==> config.mk <==
export PLATFORM = sky130hd
export DESIGN_NAME = pad_button_conditioner_flat
export DESIGN_NICKNAME = d
export VERILOG_FILES = /design/src/rtl/pad_button_conditioner_if.sv /design/src/rtl/pad_button_conditioner.sv /design/src/flat_wrapper.sv
export SDC_FILE = /design/constraint.sdc
export NUM_CORES = 1
export LEC_CHECK = 0
export CELL_PAD_IN_SITES_DETAIL_PLACEMENT = 1
export CELL_PAD_IN_SITES_GLOBAL_PLACEMENT = 1
export CORE_UTILIZATION = 51
export DETAILED_ROUTE_END_ITERATION = 10
export GPL_TIMING_DRIVEN = 0
export PLACE_DENSITY_LB_ADDON = 0.15
export SYNTH_ARGS = -nofsm -noshare
export SYNTH_HDL_FRONTEND = slang
export SYNTH_SLANG_ARGS = --single-unit
==> constraint.sdc <==
create_clock -name clk -period 6.3 [get_ports clk]
set_clock_uncertainty 0.05 [all_clocks]
set_input_delay 1.26 -clock clk [delete_from_list [all_inputs] [get_ports clk]]
set_output_delay 1.26 -clock clk [all_outputs]
set_load 0.005 [all_outputs]
==> src/rtl/pad_button_conditioner_if.sv <==
// Button conditioner bus: raw button levels and enable in, conditioned pulses
// and held levels out. The DUT side uses the slave modport.
interface pad_button_conditioner_if #(
    parameter int NUM_BTN = 2
);
    logic               ena;
    logic [NUM_BTN-1:0] btn_in;
    logic [NUM_BTN-1:0] pulse_out;
    logic [NUM_BTN-1:0] held_out;

    modport master (
        output ena,
        output btn_in,
        input  pulse_out,
        input  held_out
    );

    modport slave (
        input  ena,
        input  btn_in,
        output pulse_out,
        output held_out
    );
endinterface

==> src/rtl/pad_button_conditioner.sv <==
// Push-button front end: two-flop synchroniser, debounce FSM and optional
// auto-repeat per channel, producing one registered pulse per accepted press.
module pad_button_conditioner #(
    parameter int                 NUM_BTN         = 2,
    parameter int                 CNT_W           = 16,
    parameter int                 DEBOUNCE_CYCLES = 1000,
    parameter int                 REPEAT_DELAY    = 50000,
    parameter int                 REPEAT_PERIOD   = 20000,
    parameter logic [NUM_BTN-1:0] REPEAT_MASK     = NUM_BTN'(1)
) (
    input logic                     clk,
    input logic                     rst_n,
    pad_button_conditioner_if.slave bus
);
    localparam logic [2:0] ST_IDLE     = 3'd0;
    localparam logic [2:0] ST_PRESS_DB = 3'd1;
    localparam logic [2:0] ST_HELD     = 3'd2;
    localparam logic [2:0] ST_REPEAT   = 3'd3;
    localparam logic [2:0] ST_REL_DB   = 3'd4;

    // Terminal counts are stored as count-1 so the full 2^CNT_W range fits.
    localparam logic [CNT_W-1:0] DB_LAST  = CNT_W'(DEBOUNCE_CYCLES - 1);
    localparam logic [CNT_W-1:0] RD_LAST  = CNT_W'(REPEAT_DELAY - 1);
    localparam logic [CNT_W-1:0] RP_LAST  = CNT_W'(REPEAT_PERIOD - 1);
    localparam logic [CNT_W-1:0] CNT_MAX  = '1;

    logic [NUM_BTN-1:0] sync1_q;
    logic [NUM_BTN-1:0] sync2_q;

    // Synchroniser keeps running while ena is low.
    always_ff @(posedge clk or negedge rst_n) begin
        if (!rst_n) begin
            sync1_q <= '0;
            sync2_q <= '0;
        end else begin
            sync1_q <= bus.btn_in;
            sync2_q <= sync1_q;
        end
    end

    for (genvar g = 0; g < NUM_BTN; g++) begin : g_ch
        logic [2:0]       state_q, state_d;
        logic [CNT_W-1:0] cnt_q, cnt_d;
        logic             pulse_q, pulse_d;
        logic             held_q, held_d;
        logic             s;

        assign s = sync2_q[g];

        always_comb begin
            state_d = state_q;
            cnt_d   = cnt_q;
            pulse_d = 1'b0;
            if (!bus.ena) begin
                state_d = ST_IDLE;
                cnt_d   = '0;
            end else begin
                case (state_q)
                    ST_IDLE: begin
                        if (s) begin
                            state_d = ST_PRESS_DB;
                            cnt_d   = '0;
                        end
                    end
                    ST_PRESS_DB: begin
                        if (!s) begin
                            state_d = ST_IDLE;
                            cnt_d   = '0;
                        end else if (cnt_q == DB_LAST) begin
                            state_d = ST_HELD;
                            cnt_d   = '0;
                            pulse_d = 1'b1;
                        end else begin
                            cnt_d = cnt_q + 1'b1;
                        end
                    end
                    ST_HELD: begin
                        if (!s) begin
                            state_d = ST_REL_DB;
                            cnt_d   = '0;
                        end else if (REPEAT_MASK[g] && (cnt_q == RD_LAST)) begin
                            state_d = ST_REPEAT;
                            cnt_d   = '0;
                            pulse_d = 1'b1;
                        end else if (cnt_q != CNT_MAX) begin
                            cnt_d = cnt_q + 1'b1;
                        end
                    end
                    ST_REPEAT: begin
                        if (!s) begin
                            state_d = ST_REL_DB;
                            cnt_d   = '0;
                        end else if (cnt_q == RP_LAST) begin
                            cnt_d   = '0;
                            pulse_d = 1'b1;
                        end else begin
                            cnt_d = cnt_q + 1'b1;
                        end
                    end
                    ST_REL_DB: begin
                        // A bounce during release returns to HELD without a new press.
                        if (s) begin
                            state_d = ST_HELD;
                            cnt_d   = '0;
                        end else if (cnt_q == DB_LAST) begin
                            state_d = ST_IDLE;
                            cnt_d   = '0;
                        end else begin
                            cnt_d = cnt_q + 1'b1;
                        end
                    end
                    default: begin
                        state_d = ST_IDLE;
                        cnt_d   = '0;
                    end
                endcase
            end
            held_d = (state_d == ST_HELD) || (state_d == ST_REPEAT) ||
                     (state_d == ST_REL_DB);
        end

        always_ff @(posedge clk or negedge rst_n) begin
            if (!rst_n) begin
                state_q <= ST_IDLE;
                cnt_q   <= '0;
                pulse_q <= 1'b0;
                held_q  <= 1'b0;
            end else begin
                state_q <= state_d;
                cnt_q   <= cnt_d;
                pulse_q <= pulse_d;
                held_q  <= held_d;
            end
        end

        assign bus.pulse_out[g] = pulse_q;
        assign bus.held_out[g]  = held_q;
    end
endmodule

==> src/flat_wrapper.sv <==
// flat-port wrapper written by rule: the top's interface ports become plain ports
module pad_button_conditioner_flat 
#(
    parameter int                 NUM_BTN         = 2,
    parameter int                 CNT_W           = 16,
    parameter int                 DEBOUNCE_CYCLES = 1000,
    parameter int                 REPEAT_DELAY    = 50000,
    parameter int                 REPEAT_PERIOD   = 20000,
    parameter logic [NUM_BTN-1:0] REPEAT_MASK     = NUM_BTN'(1)
)
  (clk, rst_n, bus_ena, bus_btn_in, bus_pulse_out, bus_held_out);
  pad_button_conditioner_if #(.NUM_BTN(NUM_BTN)) bus_i ();
  input logic clk;
  input logic rst_n;
  input wire logic [$bits(bus_i.ena)-1:0] bus_ena;
  input wire logic [$bits(bus_i.btn_in)-1:0] bus_btn_in;
  output wire logic [$bits(bus_i.pulse_out)-1:0] bus_pulse_out;
  output wire logic [$bits(bus_i.held_out)-1:0] bus_held_out;
  assign bus_i.ena = bus_ena;
  assign bus_i.btn_in = bus_btn_in;
  assign bus_pulse_out = bus_i.pulse_out;
  assign bus_held_out = bus_i.held_out;
  pad_button_conditioner #(.NUM_BTN(NUM_BTN), .CNT_W(CNT_W), .DEBOUNCE_CYCLES(DEBOUNCE_CYCLES), .REPEAT_DELAY(REPEAT_DELAY), .REPEAT_PERIOD(REPEAT_PERIOD), .REPEAT_MASK(REPEAT_MASK)) u_core (.clk(clk), .rst_n(rst_n), .bus(bus_i));
endmodule
==> qor.yml <==
placement:
  port_buffers: 7
  globalplace.congestion: 0.8771
  hpwl_um: 5081
  dp_cells: 388
critical_path:
  cp-start-kind: "input port"
  end_kind: "flop"
  crit_type: "input port to flop"
  reg2reg_slack_ns: 3.70
  cp_slowest_cell: "clkbuf_1"
  crit_path_cell_trace: "clkbuf_1, nand4b_1, nor3_1, a21o_1, buf_2, a31oi_1, a211oi_1"
  cp_max_fo: 10
  cp.arrival_ns: 2.91
  crit_required_ns: 6.46
  max_stage_delay_ns: 0.34
floorplanning:
  die_h_um: 75.70
  core-area_um2: 5172
  placementRows: 26
  io_pins: 9
  die_area_um2: 5730
  start_util_pct: 53.56
  chipWidth_um: 75.70
timing:
  worstMarginPinSlew_ns: 0.6725
  finalSetupViolCount: 0
  hold_viol: 0
  fin_crit_ns: 2.751
  rsz0062_at_grt: "no"
  maxSlewViolCount: 0
  fmax_mhz: 363.5
  maxSlewHeadroom_pct: 54.96
  period_share_pct: 43.67
  setup_tns_ns: 0
  holdWs_ns: 0.3190
final_layout:
  diodes: 0
  layout-drive-gt1-share_pct: 11.35
  final_cells: 396
  nets: 332
  area_growth_pct: 9.801
  fillCellCount: 633
grt:
  grt_use_total_pct: 27.29
  grt_pass1_wl_um: 11720
  grt_max_degree: 25
  antenna_found_initial: 0
  grt_pass1_vias: 2383
  grt_overflow: 0
route:
  num_vias: 2501
  drtAntennaViolNets: 0
  drc: 0
  avgRoutedWirePerCell_um: 17.69
  finalWirelength_um: 7005
  dr.pass1.iters: 4
  post_drt_via_cell_ratio: 6.316
  drtIter0Drc: 130
synthesis:
  ys_types: 55
  synth_xor_area_share_pct: 0
  syn_area_um2: 2770
  synth-main-ff-cell: "dfrtp_1"
  ys_seq_area_share_pct: 41.55
  ys_ff_latch: 46
  async_reset_ff_share_pct: 100.0
  synth-edff-count: 0
  synthMuxAreaShare_pct: 1.807
  synth_commonest_cells: "dfrtp_1, nand2_1, a21oi_1, nand3_1, o21ai_0"
  synth-simple-area-share_pct: 30.58
  yosysMostFrequentCell: "dfrtp_1"
  synth_top_family_by_area: "simple AND/OR/NAND/NOR gates"
  synth-compound-area-share_pct: 20.69
  synth_nets: 317
  synth_top_area_share_pct: 41.55
  yosysWarnings: 0
  syn_area_per_cell_um2: 8.936
  synth_area_leaders: "dfrtp_1, nand2_1, a21oi_1"
  yosysTopAreaCell: "dfrtp_1"
  synth_fa_ha_area_share_pct: 0.9033
  postSynthCellCount: 310
clock_network:
  cts_made_buffers: 5
  holdBufCountCts: 0
  post_cts_resize_count: 0
  clock-root-buffer: "clkbuf_8"
  postCtsSetupRepairBufs: 0
  tritoncts: "done"
  cts.sinks: 46
  clk_path_buf_depth: 2
  cts_htree_levels: 2
  clk_pin_slew_worst_paths_ns: 0.08
  clkLatencyLatePin_ns: 0.30
power:
  ir_worst_vdd_mv: 0.1253
  powerDensity_nw_per_um2: 171.9
  p_leak_uw: 0.001280
hold_path:
  worst_hold_path_type: "flop to flop"
run_status:
  run_status: "completed"
run:
  maxCapViolations: 0
==> stage by stage <==
stage / utilization, % / worst slack, ns / area, um2 / power [uW]
floorplan: - / 3.615 / 2770 / 323.9
global placement: 56.60 / 2.620 / 2928 / 337.8
detailed placement: 57.04 / 3.221 / 2950 / 340.8
CTS: 58.80 / 3.559 / 3042 / 529.5
global route: 58.80 / 3.311 / 3042 / 543.0
finish: 58.80 / 3.549 / 3042 / 522.9
==> path summary, 6_finish.rpt <==
path	startpoint	end	depth (start not counted)
max	bus_ena	u_core.g_ch[1].cnt_q[4]	7
min	u_core.sync1_q[0]	u_core.sync2_q[0]	0
max reg2reg	u_core.g_ch[0].cnt_q[0]	u_core.g_ch[0].cnt_q[14]	6
min reg2reg	u_core.sync1_q[0]	u_core.sync2_q[0]	0
max in group asynchronous	rst_n	u_core.g_ch[1].cnt_q[7]	2
min in group asynchronous	rst_n	u_core.g_ch[0].cnt_q[13]	1
==> critical path, delay by kind of cell <==
kind,cells,cell delay (ns)
AOI/OAI and AO/OA,3,0.59
buffers and inverters,2,0.61
and+or+nand+nor,2,0.45
==> routing by layer <==
layer / up-vias / part of all wire (%) / global-route usage (%)
met5: - / 0 / 0
met4: 0 / 0.76 / 6.173
met3: 5 / 3.4 / 4.365
met2: 40 / 45 / 42.06
met1: 1267 / 50 / 40.33
li1: 1189 / - / -
==> state kept, by name (all words and copies together) (netlist names) <==
name / count
u_core.sync2_q: 2
u_core.g_ch.cnt_q: 32
u_core.sync1_q: 2
u_core.g_ch.state_q: 6
u_core.g_ch.held_q: 2
u_core.g_ch.pulse_q: 2
==> cell families after synthesis <==
kind of cell	Yosys count
AOI/OAI and AO/OA	87
DFF	46
buffers and inverters	22
adders and majority gates	2
muxes	5
and+or+nand+nor	148
==> cell usage in the layout (no fill, tap or decap), drive strengths merged, types with 6 or more instances in the layout <==
cell	count
dfrtp	46
nand2	34
nand3	19
a21oi	19
o21ai	18
nor2	14
and2	13
buf	13
clkbuf	13
nor3	12
a31oi	12
nand4	10
a21o	10
o31ai	9
a22o	7
clkdlybuf4s50	6
and4	6
==> power breakdown <==
| group | leakage [uW] | internal, uW | switching (uW) |
|---|---|---|---|
| Clock | 0.0000482 | 88.7 | 99.7 |
| Sequential | 0.000631 | 297 | 2.38 |
| Combinational | 0.000601 | 11.8 | 23.1 |
| Total | 0.00128 | 398 | 125 |
==> layout make-up <==
class | instances | area, um2 | area share [%]
Buffer | 17 | 105.1 | 3.455
Inverter | 5 | 18.77 | 0.6170
Timing Repair Buffer | 8 | 92.59 | 3.044
Clock buffer | 7 | 86.33 | 2.838
Clock inverter | 1 | 5.005 | 0.1645
Tap cell | 70 | 87.58 | 2.879
Multi-Input combinational cell | 242 | 1495 | 49.16
Sequential cell | 46 | 1151 | 37.84
No activity file was read; power rests on OpenSTA's default activity.
